<file path="src/rtl/alu_pkg.sv">
// Shared ALU opcode constants and the multiply-controller state encoding.
package alu_pkg;

  localparam logic [1:0] ALU_OP_ADDSUB = 2'd0;
  localparam logic [1:0] ALU_OP_NAND   = 2'd1;
  localparam logic [1:0] ALU_OP_SLT    = 2'd2;
  localparam logic [1:0] ALU_OP_SHIFT  = 2'd3;

  typedef logic [2:0] state_t;

  localparam state_t S_IDLE = 3'd0;
  localparam state_t S_ADD  = 3'd1;
  localparam state_t S_SHL  = 3'd2;
  localparam state_t S_SHR  = 3'd3;
  localparam state_t S_DONE = 3'd4;

endpackage

</file>
<file path="src/rtl/alu_mul_seq.sv">
// Shift-add 16x16 unsigned multiplier that borrows the shared ALU one operation per cycle.
// Produces the low half of the product and a sticky flag for accumulation wrap.
module alu_mul_seq
  import alu_pkg::*;
#(
  parameter int WIDTH      = 16,
  parameter bit EARLY_EXIT = 1'b1
) (
  input  logic             CLK,
  input  logic             RST_N,
  input  logic             START,
  input  logic [WIDTH-1:0] A_IN,
  input  logic [WIDTH-1:0] B_IN,
  output logic             READY,
  output logic             DONE,
  output logic [WIDTH-1:0] PRODUCT,
  output logic             CARRY,
  output logic [WIDTH-1:0] ALU_A,
  output logic [WIDTH-1:0] ALU_B,
  output logic [3:0]       ALU_SHAMT,
  output logic [1:0]       ALU_OP,
  output logic             ALU_SUB,
  output logic             ALU_ARI,
  output logic             ALU_LEF,
  input  logic [WIDTH-1:0] ALU_C,
  input  logic             ALU_ZERO
);

  state_t           state_q, state_d;
  logic [WIDTH-1:0] acc_q, acc_d;
  logic [WIDTH-1:0] mcand_q, mcand_d;
  logic [WIDTH-1:0] mplier_q, mplier_d;
  logic [3:0]       iter_q, iter_d;
  logic [WIDTH-1:0] product_q, product_d;
  logic             carry_q, carry_d;

  // NOTE: reset is sampled on the clock edge, so it lives inside the clocked branch, not the sensitivity list.
  always_ff @(posedge CLK) begin
    if (!RST_N) begin
      state_q   <= S_IDLE;
      acc_q     <= '0;
      mcand_q   <= '0;
      mplier_q  <= '0;
      iter_q    <= '0;
      product_q <= '0;
      carry_q   <= 1'b0;
    end else begin
      state_q   <= state_d;
      acc_q     <= acc_d;
      mcand_q   <= mcand_d;
      mplier_q  <= mplier_d;
      iter_q    <= iter_d;
      product_q <= product_d;
      carry_q   <= carry_d;
    end
  end

  // NOTE: every combinational output gets a default first so no path leaves it unassigned (no latch).
  always_comb begin
    state_d   = state_q;
    acc_d     = acc_q;
    mcand_d   = mcand_q;
    mplier_d  = mplier_q;
    iter_d    = iter_q;
    carry_d   = carry_q;
    product_d = product_q;
    case (state_q)
      S_IDLE: begin
        if (START) begin
          mcand_d  = A_IN;
          mplier_d = B_IN;
          acc_d    = '0;
          iter_d   = '0;
          carry_d  = 1'b0;
          if (B_IN == '0)  state_d = S_DONE;
          else if (B_IN[0]) state_d = S_ADD;
          else              state_d = S_SHL;
        end
      end
      S_ADD: begin
        acc_d   = ALU_C;
        carry_d = carry_q | (ALU_C < acc_q);
        state_d = S_SHL;
      end
      S_SHL: begin
        mcand_d = ALU_C;
        state_d = S_SHR;
      end
      S_SHR: begin
        mplier_d = ALU_C;
        iter_d   = iter_q + 4'd1;
        if ((EARLY_EXIT && ALU_ZERO) || iter_q == 4'd15) state_d = S_DONE;
        else if (ALU_C[0])                              state_d = S_ADD;
        else                                            state_d = S_SHL;
      end
      S_DONE:  state_d = S_IDLE;
      default: state_d = S_IDLE;
    endcase
    // Latch the accumulator value that will be current in DONE (zero for a zero multiplier).
    if (state_d == S_DONE && state_q != S_DONE) product_d = acc_d;
  end

  always_comb begin
    ALU_A     = '0;
    ALU_B     = '0;
    ALU_SHAMT = 4'd0;
    ALU_OP    = ALU_OP_ADDSUB;
    ALU_SUB   = 1'b0;
    ALU_ARI   = 1'b0;
    ALU_LEF   = 1'b0;
    case (state_q)
      S_ADD: begin
        ALU_OP = ALU_OP_ADDSUB;
        ALU_A  = acc_q;
        ALU_B  = mcand_q;
      end
      S_SHL: begin
        ALU_OP    = ALU_OP_SHIFT;
        ALU_LEF   = 1'b1;
        ALU_SHAMT = 4'd1;
        ALU_A     = mcand_q;
      end
      S_SHR: begin
        ALU_OP    = ALU_OP_SHIFT;
        ALU_SHAMT = 4'd1;
        ALU_A     = mplier_q;
      end
      default: ;
    endcase
  end

  assign READY   = (state_q == S_IDLE);
  assign DONE    = (state_q == S_DONE);
  assign PRODUCT = product_q;
  assign CARRY   = carry_q;

endmodule

</file>
<file path="config.mk">
export PLATFORM = sky130hd
export DESIGN_NAME = alu_mul_seq
export DESIGN_NICKNAME = d
export VERILOG_FILES = /design/src/rtl/alu_pkg.sv /design/src/rtl/alu_mul_seq.sv
export SDC_FILE = /design/constraint.sdc
export NUM_CORES = 1
export LEC_CHECK = 0
export BUFFER_PORTS_ARGS = -buffer_cell sky130_fd_sc_hd__clkbuf_2
export CAP_MARGIN = 5
export CORE_MARGIN = 10
export CORE_UTILIZATION = 57
export DETAILED_ROUTE_END_ITERATION = 10
export PLACE_DENSITY = 0.93
export SYNTH_ARGS = -nofsm -noshare
export SYNTH_HDL_FRONTEND = slang
export SYNTH_SLANG_ARGS = --single-unit
</file>
<file path="constraint.sdc">
create_clock -name CLK -period 4.8 [get_ports CLK]
set_input_delay 0.48 -clock CLK [delete_from_list [all_inputs] [get_ports CLK]]
set_output_delay 0.48 -clock CLK [all_outputs]
set_load 0.1 [all_outputs]
</file>
# Word level (Yosys, flattened, before mapping)
# Index checks and enable logic that the tools add are counted.
# W data, S select, Z words.
# word_totals
reg_bits	72
romBits	0
word_cells	50
n_memories	0
output_inout_bits	60
in_bits	52
latch_bits	0
mem_bits_rw	0
# op_classes
shift	0
n_bitwise	1
n_addsub	1
multipliers	0
n_eq_ne	8
n_reduce_logical	11
mux	21
order_cmp	1
n_div	0
# op_table
operator	count
$pmux W16 S2	3
$mux W16	4
$pmux W16 S3	1
$logic_not A16 Y1	1
$lt A16 B16 Y1	1
$pmux W3 S4	1
$mux W3	3
$pmux W4 S2	1
$eq A3 B2 Y1 const B	2
$eq A3 B3 Y1 const B	2
$mux W2	3
$reduce_and A2 Y1	3
$reduce_bool A2 Y1	3
$add A4 B1 Y4 const B	1
$eq A4 B4 Y1 const B	1
$mux W4	1
$eq A3 B1 Y1 const B	1
$logic_not A3 Y1	1
$mux W1	3
$ne A3 B3 Y1 const B	1
$ne A2 B2 Y1 const B	1
$pmux W1 S2	1
$reduce_or A2 Y1	1
$logic_and A1 B1 Y1	1
other kinds (2)	2

# Depth between registers and ports, before layout
# Gate-level depths: netlist (run 1).
# logic_depth
depth_word	6
ltp_mapped	8
mapped_depth_nobuf	6

# Worst setup path before layout (run 1)
# Ideal clock, no wire load.
# synth_path
path_kind	register to output
startpoint	register state_q[1]
endpoint	output port DONE
arrival_ns	3.046
t_required_ns	4.320
slack_ns	1.274
n_path_buf	3
path_stages_with_launch	5
cell_sequence	dfxtp_1 > buf_6 > clkbuf_1 > clkbuf_1 > nor3b_1
# synth_via
elab_chain_len	1
# synth_rtl
item	line	source
start, declared	alu_mul_seq.sv:29	state_t state_q, state_d;
start signal, assigned	alu_mul_seq.sv:48	state_q <= state_d;
$eq A3 B3 Y1	alu_mul_seq.sv:133	assign DONE = (state_q == S_DONE);
end, declared	alu_mul_seq.sv:15	output logic DONE,
# Every way passes these cells.

# Worst setup path in the final report (run 1)
# layout_path
startpoint	register state_q[1]
endpoint	output port ALU_A[5]
# layout_via
elab_chain_len	2
elab_cells_between_ends	4
cone_classes	eq/ne: 3; mux: 1
# layout_rtl
item	line	source
$eq A3 B2 Y1 or $eq A3 B1 Y1 (tied branches)	alu_mul_seq.sv:111	case (state_q)
$pmux W16 S3 (*)	alu_mul_seq.sv:111	
end, declared	alu_mul_seq.sv:18	output logic [WIDTH-1:0] ALU_A,
# Every way passes the cells marked *; elsewhere a longest branch is shown, timed or not.

==> results.py, run 1 <==
metrics = {
    "outcome": {
        "status": "complete, no violations",
    },
    "worst_setup_path": {
        "rr_endpoint": "PRODUCT[2]",
        "end_kind": "output pin",
        "reg2reg_from": "state_q[2]",
        "max_stage_delay_ns": 0.95,
        "critPathKind": "reg2out",
        "ff2ff_path_depth": 4,
        "ff2ff_setup_slack_ns": 2.00,
        "cp.arrival_ns": 2.81,
        "cp_max_fo": 27,
        "worstPathRequired_ns": 4.32,
        "crit_chain": "nor2b_1 -> a22oi_1 -> nor2_1 -> clkbuf_2",
        "cp-start-kind": "flip-flop",
        "cp_slowest_cell": "nor2b_1",
    },
    "sta": {
        "worst_slew_pin_slew_ns": 1.25,
        "slew_headroom_pct": 16.7,
        "hold_violations": 0,
        "fin_skew_ns": 0.00569,
        "min_period_over_period_pct": 68.5,
        "fmax_ghz": 0.304,
        "rsz0062_at_grt": "no",
        "setup_viol": 0,
        "tns_ns": 0,
        "slew_violations": 0,
        "period_needed_ns": 3.29,
    },
    "logic_synthesis": {
        "synth_top_area_share_pct": 35.0,
        "yosysWarningCount": 0,
        "synth_area_um2": 4120,
        "async_flop_share_pct": 0,
        "ys.flop_type": "dfxtp_1",
        "synth_top_area_cell": "dfxtp_1",
        "synth_area_per_cell_um2": 8.37,
        "ys_seq_area_share_pct": 35.0,
        "synth_cell_types": 46,
        "synthTopCellsByArea": "dfxtp_1 35%, nand2_1 7.7%, o211a_1 7.5%",
        "synth_seq_cells": 72,
        "synth_edf_count": 0,
        "syn_inst": 492,
    },
    "placed_design": {
        "gp_congestion": 0.944,
        "io_buffers": 106,
        "dp_cells": 656,
        "hpwl_mm": 8.75,
    },
    "route": {
        "first_iter_violations": 253,
        "vias": 3869,
        "ant_nets": 0,
        "routed_wl_mm": 11.8,
        "routed_via_density": 5.77,
        "firstDrtPassIters": 5,
        "drc_errors": 0,
        "post_drt_wl_per_cell_um": 17.5,
    },
    "min_path": {
        "whs_path_depth": 3,
        "hp-class": "in2reg",
        "worstHoldStart": "ALU_C[9]",
        "holdPathEnd": "acc_q[9]",
    },
    "finish": {
        "fin_cells": 671,
        "layout_commonest_cell": "clkbuf_2",
        "drive_above_1_share_pct": 27.0,
        "final_cell_mix": "106 x clkbuf_2, 84 x nand2_1, 72 x dfxtp_1",
        "nNetsFinal": 639,
        "n_antenna_cell": 0,
        "syn_to_final_growth_pct": 16.4,
    },
    "power": {
        "leakage_nw": 2.43,
        "pwr_density_cell_nw_per_um2": 358,
        "ir_worst_vdd_mv": 0.279,
    },
    "grt": {
        "overflow": 0,
        "grt_first_pass_wirelength_mm": 18.6,
        "first_global_vias": 3774,
        "grt_max_degree": 73,
        "gr-usage-all-layers_pct": 20.2,
        "antenna_found_initial": 0,
    },
    "clocking": {
        "tritoncts": "done",
        "clockBufferDepth": 2,
        "post_cts_buffers": 0,
        "root_buffer": "clkbuf_8",
        "clock_latency_ns": 0.35,
        "h-tree-depth": 3,
        "tritoncts.num_buffers": 9,
        "post_cts_resized": 0,
        "clock-sinks": 72,
        "cts_hold_buf": 0,
        "clk_pin_slew_ns": 0.08,
    },
    "job": {
        "drv_cap": 0,
    },
    "die": {
        "core-area_um2": 6910,
        "rows": 30,
        "boundaryPins": 112,
        "start_util_pct": 59.7,
        "die_h_um": 105,
        "die-area_um2": 11000,
        "fp.dieW_um": 105,
    },
}
-- stage by stage --
step | instance area, um^2 | power (mW) | util [%] | hold WS (ns) | setup WS [ns]
2_1_floorplan | 4140 | 1.13 | - | 0.432 | 1.27
3_3_place_gp | 4610 | 1.23 | 66.8 | 0.454 | 2.02
3_5_place_dp | 4610 | 1.25 | 66.8 | 0.462 | 1.94
4_1_cts | 4800 | 1.71 | 69.5 | 0.438 | 1.55
5_1_grt | 4800 | 1.77 | 69.5 | 0.463 | 1.36
6_report | 4800 | 1.72 | 69.5 | 0.442 | 1.51
-- cells in the mapped netlist (2+ instances only) --
library cell,count
buf_1,4
nand4_1,3
nand2b_1,2
nand3_1,50
a211oi_1,2
nor2_1,19
a21boi_0,7
a21boi_1,11
buf_6,3
nand2_1,84
mux2_1,7
dfxtp_1,72
a21oi_1,6
nor2b_1,7
and2_1,34
inv_1,17
nor4_1,4
mux2_4,9
clkbuf_1,30
ha_1,16
buf_4,7
o211a_1,31
o21ai_0,7
mux2_2,16
nor3b_1,3
buf_2,4
a22oi_1,16
nor3_1,2
a31oi_1,2
-- kinds of logic after synthesis --
group,synth area share (%)
adder cells (fa/ha/maj),4.86
flip-flops,35.0
AO/OA/AOI/OAI,17.9
other,0.0910
AND/OR/NAND/NOR,25.2
buffers and inverters,7.23
multiplexers,9.81
-- worst max-delay path by stage --
stage	start	end	slack, ns
after floorplan	state_q[1]	DONE	1.27
after global placement	state_q[1]	ALU_A[5]	2.02
after detailed placement	state_q[1]	ALU_A[5]	1.94
after CTS	state_q[1]	ALU_A[5]	1.55
after global routing	state_q[1]	ALU_A[6]	1.36
final	state_q[1]	ALU_A[5]	1.51
-- critical path: cells and delay by family, from the launching register on --
kind | cells | cell delay [ns]
AOI/OAI and AO/OA | 1 | 0.21
buffers and inverters | 1 | 0.49
DFF | 1 | 0.60
and+or+nand+nor | 2 | 1.15
-- power by group --
group	switching [mW]	total, mW	internal (mW)
registers	0.0416	0.687	0.646
logic	0.396	0.553	0.157
clock network	0.226	0.475	0.249
total	0.663	1.72	1.05
-- flip-flops by register name, summed over array words and instances, names as in the netlist --
name	flops
PRODUCT	16
acc_q	16
mcand_q	16
mplier_q	16
iter_q	4
state_q	3
CARRY	1
-- layer usage --
layer  global-route usage (%)  wire length [um]  up-vias
met1                     25.7              5080     1801
li1                         -                 -     1861
met2                     31.8              5360      183
met5                        0                 0        -
met4                     8.82               270        0
met3                     4.79              1050       24
-- layout make-up --
class / instances / area, um^2
clock inverters: 4 / 45.0
multi-input cells: 359 / 2410
flip-flops and latches: 72 / 1440
inverters: 17 / 63.8
repair buffers: 112 / 576
clock buffers: 11 / 141
fillers: 589 / 2110
well taps: 96 / 120
Power figures use the tool's default switching activity.
==> run 2: changes to the inputs <==
--- a/config.mk
+++ b/config.mk
@@ -8,9 +8,9 @@
 export BUFFER_PORTS_ARGS = -buffer_cell sky130_fd_sc_hd__clkbuf_2
 export CAP_MARGIN = 5
 export CORE_MARGIN = 10
-export CORE_UTILIZATION = 57
+export CORE_UTILIZATION = 53
 export DETAILED_ROUTE_END_ITERATION = 10
-export PLACE_DENSITY = 0.93
+export PLACE_DENSITY = 0.88
 export SYNTH_ARGS = -nofsm -noshare
 export SYNTH_HDL_FRONTEND = slang
 export SYNTH_SLANG_ARGS = --single-unit
==> constraint.sdc (replaced) <==
create_clock -name CLK -period 3.07 [get_ports CLK]
set_input_delay 0.307 -clock CLK [delete_from_list [all_inputs] [get_ports CLK]]
set_output_delay 0.307 -clock CLK [all_outputs]
set_load 0.1 [all_outputs]
==> run 2 against run 1 <==
Compared with the run above:
- global-route usage is 0.42 points higher
- largest cell class unchanged
- cell area is 11% higher
- sequential share of layout area is 3.0 points lower
- flip-flop and latch count stayed put
- clock skew is 0.0012 ns lower
==> results.py, run 2 (synthesis gave the netlist of run 1 again) <==
metrics = {
    "clocking": {
        "cts_hold_buf": 0,
        "clock_latency_ns": 0.34,
        "post_cts_buffers": 0,
        "h-tree-depth": 3,
        "clock-sinks": 72,
        "tritoncts.num_buffers": 9,
        "post_cts_resized": 0,
        "tritoncts": "done",
        "clockBufferDepth": 2,
        "root_buffer": "clkbuf_8",
        "clk_pin_slew_ns": 0.07,
    },
    "finish": {
        "nNetsFinal": 645,
        "syn_to_final_growth_pct": 29.4,
        "n_antenna_cell": 0,
        "layout_commonest_cell": "nand2_1",
        "drive_above_1_share_pct": 28.0,
        "final_cell_mix": "84 x nand2_1, 73 x clkbuf_2, 72 x dfxtp_1",
    },
    "sta": {
        "rsz0062_at_grt": "no",
        "period_needed_ns": 2.54,
        "setup_viol": 0,
        "fmax_ghz": 0.394,
        "holdWs_ns": 0.268,
        "slew_violations": 0,
        "fin_skew_ns": 0.00444,
        "tns_ns": 0,
        "hold_violations": 0,
        "worst_slew_pin_slew_ns": 0.953,
        "slew_headroom_pct": 36.5,
        "min_period_over_period_pct": 82.6,
    },
    "route": {
        "routed_wl_mm": 12.4,
        "vias": 3949,
        "post_drt_wl_per_cell_um": 18.3,
        "firstDrtPassIters": 6,
        "routed_via_density": 5.80,
        "drc_errors": 0,
        "first_iter_violations": 241,
        "ant_nets": 0,
    },
    "grt": {
        "gr-usage-all-layers_pct": 20.6,
        "antenna_found_initial": 0,
        "overflow": 0,
        "grt_first_pass_wirelength_mm": 19.5,
        "grt_max_degree": 53,
        "first_global_vias": 3837,
    },
    "worst_setup_path": {
        "cp-start-kind": "flip-flop",
        "cp_max_fo": 17,
        "end_kind": "output pin",
        "cp.arrival_ns": 2.23,
        "critPathKind": "reg2out",
        "worstPathRequired_ns": 2.76,
        "ff2ff_path_depth": 4,
    },
    "power": {
        "leakage_nw": 2.57,
        "pwr_density_cell_nw_per_um2": 508,
        "ir_worst_vdd_mv": 0.298,
    },
    "die": {
        "die_h_um": 108,
        "fp.dieW_um": 108,
        "rows": 32,
        "core-area_um2": 7650,
        "boundaryPins": 112,
        "start_util_pct": 53.9,
        "die-area_um2": 11700,
    },
    "placed_design": {
        "hpwl_mm": 9.54,
        "gp_congestion": 0.864,
        "io_buffers": 106,
    },
    "outcome": {
        "status": "complete, no violations",
    },
    "min_path": {
        "whs_path_depth": 3,
        "hp-class": "in2reg",
    },
    "job": {
        "drv_cap": 0,
    },
}
run 2: cell count changes in the layout (fill, tap and decap cells not counted), sizes merged:
cell / previous run / this run
buf: 6 / 45
bufinv: 1 / 0
clkbuf: 117 / 85
clkinv: 3 / 1
run 2: final cells by class:
class                      count  area, um^2
clock buffer                  12         155
clock inverter                 1        5.00
fill                         580        2320
inverter                      17        63.8
multi-input combinational    359        2420
sequential                    72        1440
tap                          102         128
timing repair buffer         118        1120
run 2: critical path, stage by stage, from the launching register on:
cell and delay (ns):
dfxtp_1 0.71, buf_4 0.34, mux2_2 0.39, a22oi_1 0.17, nor2_1 0.10, buf_12 0.17
run 2: per-stage QoR:
stage	utilization, %	total power, mW	std cells	instance area [um^2]	setup WS [ns]
floorplan	-	1.77	496	4150	0.297
global placement	67.6	2.04	668	5170	0.867
detailed placement	67.6	2.07	668	5170	0.804
CTS	69.7	2.71	681	5330	0.539
global route	69.7	2.82	681	5330	0.422
finish	69.7	2.71	681	5330	0.534
run 2: per-layer routing:
| layer | up-vias | share of wire (%) | global-route usage, % |
|---|---|---|---|
| met3 | 30 | 7.5 | 3.81 |
| li1 | 1867 | - | - |
| met4 | 0 | 2.7 | 8.11 |
| met1 | 1881 | 41 | 25.7 |
| met2 | 171 | 48 | 34.4 |
| met5 | - | 0 | 0 |
run 2: worst paths after layout:
check / start / slack (ns) / to
min reg2reg: mplier_q[0] / 0.50 / mplier_q[0]
max: state_q[0] / 0.53 / ALU_A[12]
min: ALU_C[8] / 0.27 / acc_q[8]
max reg2reg: iter_q[0] / 0.82 / PRODUCT[1]
run 2: power breakdown:
part,switching (mW),total (mW),internal (mW)
registers,0.0607,1.07,1.01
logic,0.651,0.990,0.339
clock network,0.323,0.646,0.323
==> run 3: changes to the inputs <==
--- a/config.mk
+++ b/config.mk
@@ -5,12 +5,13 @@
 export SDC_FILE = /design/constraint.sdc
 export NUM_CORES = 1
 export LEC_CHECK = 0
+export ABC_AREA = 1
 export BUFFER_PORTS_ARGS = -buffer_cell sky130_fd_sc_hd__clkbuf_2
 export CAP_MARGIN = 5
 export CORE_MARGIN = 10
-export CORE_UTILIZATION = 53
+export CORE_UTILIZATION = 47
 export DETAILED_ROUTE_END_ITERATION = 10
-export PLACE_DENSITY = 0.88
+export PLACE_DENSITY = 0.84
 export SYNTH_ARGS = -nofsm -noshare
 export SYNTH_HDL_FRONTEND = slang
 export SYNTH_SLANG_ARGS = --single-unit
==> constraint.sdc (replaced) <==
create_clock -name CLK -period 2.1 [get_ports CLK]
set_input_delay 0.21 -clock CLK [delete_from_list [all_inputs] [get_ports CLK]]
set_output_delay 0.21 -clock CLK [all_outputs]
set_load 0.1 [all_outputs]
==> run 3 against run 2 <==
Compared with the run above:
- core utilization fell by 0.74 points
- die area rose by 3.5%
- cell area rose by 1.0%
- worst setup slack got worse by 0.48 ns
- combinational power rose by 81%
- critical path depth rose by 3
- clock skew rose by 0.0050 ns
- global-route usage fell by 0.11 points
- register-to-register slack got worse by 0.59 ns
- final cell count rose by 7.3%
- critical endpoint is now ALU_A[10]
- largest power group is now combinational logic
==> results.py, run 3 <==
metrics = {
    "placed_design": {
        "io_buffers": 106,
        "hpwl_mm": 9.78,
        "gp_congestion": 0.983,
        "place_area_um2": 5150,
    },
    "clocking": {
        "clock-sinks": 72,
        "tritoncts": "done",
        "clock_latency_ns": 0.35,
        "clk_pin_slew_ns": 0.08,
        "root_buffer": "clkbuf_8",
        "tritoncts.num_buffers": 9,
        "clockBufferDepth": 2,
        "h-tree-depth": 3,
    },
    "sta": {
        "rsz0062_at_grt": "yes",
        "fin_skew_ns": 0.00942,
        "period_needed_ns": 2.04,
        "fmax_ghz": 0.489,
        "min_period_over_period_pct": 97.3,
        "holdWs_ns": 0.103,
        "slew_violations": 0,
        "hold_violations": 0,
        "setup_viol": 0,
        "slew_headroom_pct": 59.7,
        "worst_slew_pin_slew_ns": 0.605,
        "tns_ns": 0,
    },
    "worst_setup_path": {
        "rr_endpoint": "iter_q[3]",
        "cp_max_fo": 20,
        "ff2ff_setup_slack_ns": 0.23,
        "ff2ff_path_depth": 8,
        "critPathKind": "reg2out",
        "cp.arrival_ns": 1.83,
        "reg2reg_from": "state_q[1]",
        "cp-start-kind": "flip-flop",
        "worstPathRequired_ns": 1.89,
        "end_kind": "output pin",
    },
    "grt": {
        "grt_first_pass_wirelength_mm": 19.7,
        "antenna_found_initial": 0,
        "overflow": 0,
        "gr-usage-all-layers_pct": 20.5,
        "first_global_vias": 3883,
        "grt_max_degree": 36,
    },
    "die": {
        "rows": 32,
        "start_util_pct": 48.8,
        "fp.dieW_um": 110,
        "boundaryPins": 112,
        "die-area_um2": 12100,
        "core-area_um2": 7810,
        "die_h_um": 110,
    },
    "finish": {
        "layout_commonest_cell": "nand2_1",
        "drive_above_1_share_pct": 32.0,
        "seq_area_um2": 1440,
        "fillers": 638,
        "fin_area_um2": 5390,
        "utilization_pct": 69.0,
        "syn_to_final_growth_pct": 41.3,
        "n_antenna_cell": 0,
        "nNetsFinal": 692,
        "final_cell_mix": "125 x nand2_1, 73 x clkbuf_2, 72 x dfxtp_1",
        "multi_input_area_um2": 2220,
    },
    "min_path": {
        "worstHoldStart": "A_IN[1]",
        "whs_path_depth": 3,
        "holdPathEnd": "mcand_q[1]",
        "hp-class": "in2reg",
    },
    "route": {
        "ant_nets": 0,
        "routed_via_density": 5.34,
        "vias": 3907,
        "first_iter_violations": 223,
        "routed_wl_mm": 12.5,
        "firstDrtPassIters": 4,
        "post_drt_wl_per_cell_um": 17.1,
        "drc_errors": 0,
    },
    "logic_synthesis": {
        "ys_seq_area_share_pct": 37.8,
        "ys_top_cells_by_count": "125 x nand2_1, 72 x dfxtp_1, 48 x inv_1, 43 x nor2_1, 34 x o21ai_0",
        "synth_top_area_cell": "dfxtp_1",
        "ys.flop_type": "dfxtp_1",
        "synth.most_common_cell": "nand2_1",
        "synth_edf_count": 0,
        "synth_area_um2": 3810,
        "syn_inst": 531,
        "synth_cell_types": 32,
        "synth_top_area_share_pct": 37.8,
        "synth_area_per_cell_um2": 7.18,
        "yosysWarningCount": 0,
        "synthTopCellsByArea": "dfxtp_1 38%, nand2_1 12%, ha_1 5.3%",
        "synth_seq_cells": 72,
        "async_flop_share_pct": 0,
    },
    "job": {
        "drv_cap": 0,
    },
    "power": {
        "ir_worst_vdd_mv": 0.426,
        "leakage_nw": 2.22,
        "pwr_density_cell_nw_per_um2": 853,
    },
    "outcome": {
        "status": "complete, no violations",
    },
}
run 3: cells by family after synthesis:
| logic type | synth area share (%) |
|---|---|
| AND/OR/NAND/NOR | 20.3 |
| AO/OA/AOI/OAI | 24.4 |
| buffers and inverters | 12.2 |
| adder cells (fa/ha/maj) | 5.25 |
| flip-flops | 37.8 |
| other | 0.0984 |
run 3: where the power goes:
| group | switching (mW) | total [mW] | internal (mW) |
|---|---|---|---|
| Clock | 0.527 | 1.22 | 0.695 |
| Sequential | 0.0747 | 1.58 | 1.51 |
| Combinational | 1.29 | 1.79 | 0.504 |
run 3: area by class of cell:
class | instances | share of cell area (%)
Clock inverter | 6 | 1.53
Tap cell | 102 | 2.37
Timing Repair Buffer | 115 | 20.8
Clock buffer | 10 | 2.56
Multi-Input combinational cell | 360 | 41.2
Inverter | 66 | 4.79
Sequential cell | 72 | 26.8
run 3: worst max-delay path, stage by stage, from the launching register on:
cell	delay (ns)
dfxtp_1	0.37
inv_2	0.08
nor2_4	0.18
nand2_2	0.10
clkinv_4	0.15
buf_4	0.20
nand2_1	0.11
o221ai_4	0.09
buf_12	0.20
run 3: stage by stage:
| stage | power [mW] | setup slack [ns] | instances |
|---|---|---|---|
| 2_1_floorplan | 2.92 | -0.499 | 535 |
| 3_3_place_gp | 3.34 | 0.389 | 714 |
| 3_5_place_dp | 3.39 | 0.288 | 714 |
| 4_1_cts | 4.61 | 0.0540 | 731 |
| 5_1_grt | 4.79 | -0.0185 | 731 |
| 6_report | 4.59 | 0.0566 | 731 |
run 3: routing by layer:
metal	global-route usage [%]	up-vias	part of all wire, %	routed length [um]
li1	-	1932	-	-
met1	25.6	1809	42	5200
met4	8.27	0	2.3	286
met3	4.29	18	7.6	948
met5	0	-	0	0
met2	33.8	148	48	6050
run 3: worst max path at each step:
stage	start	end	slack, ns
3_5_place_dp	state_q[0]	ALU_B[3]	0.29
4_1_cts	state_q[1]	ALU_A[10]	0.05
2_1_floorplan	state_q[0]	ALU_B[0]	-0.50
6_report	state_q[1]	ALU_A[10]	0.06
5_1_grt	state_q[1]	ALU_A[10]	-0.02
3_3_place_gp	state_q[0]	ALU_A[15]	0.39
run 3: what timing repair did:
item                                    4_1_cts  5_1_grt
resized for setup                             1        2
endpoints found under the setup margin       25        3
setup buffers                                 1        0
hold buffers                                  0        0
pin swaps                                     1        0
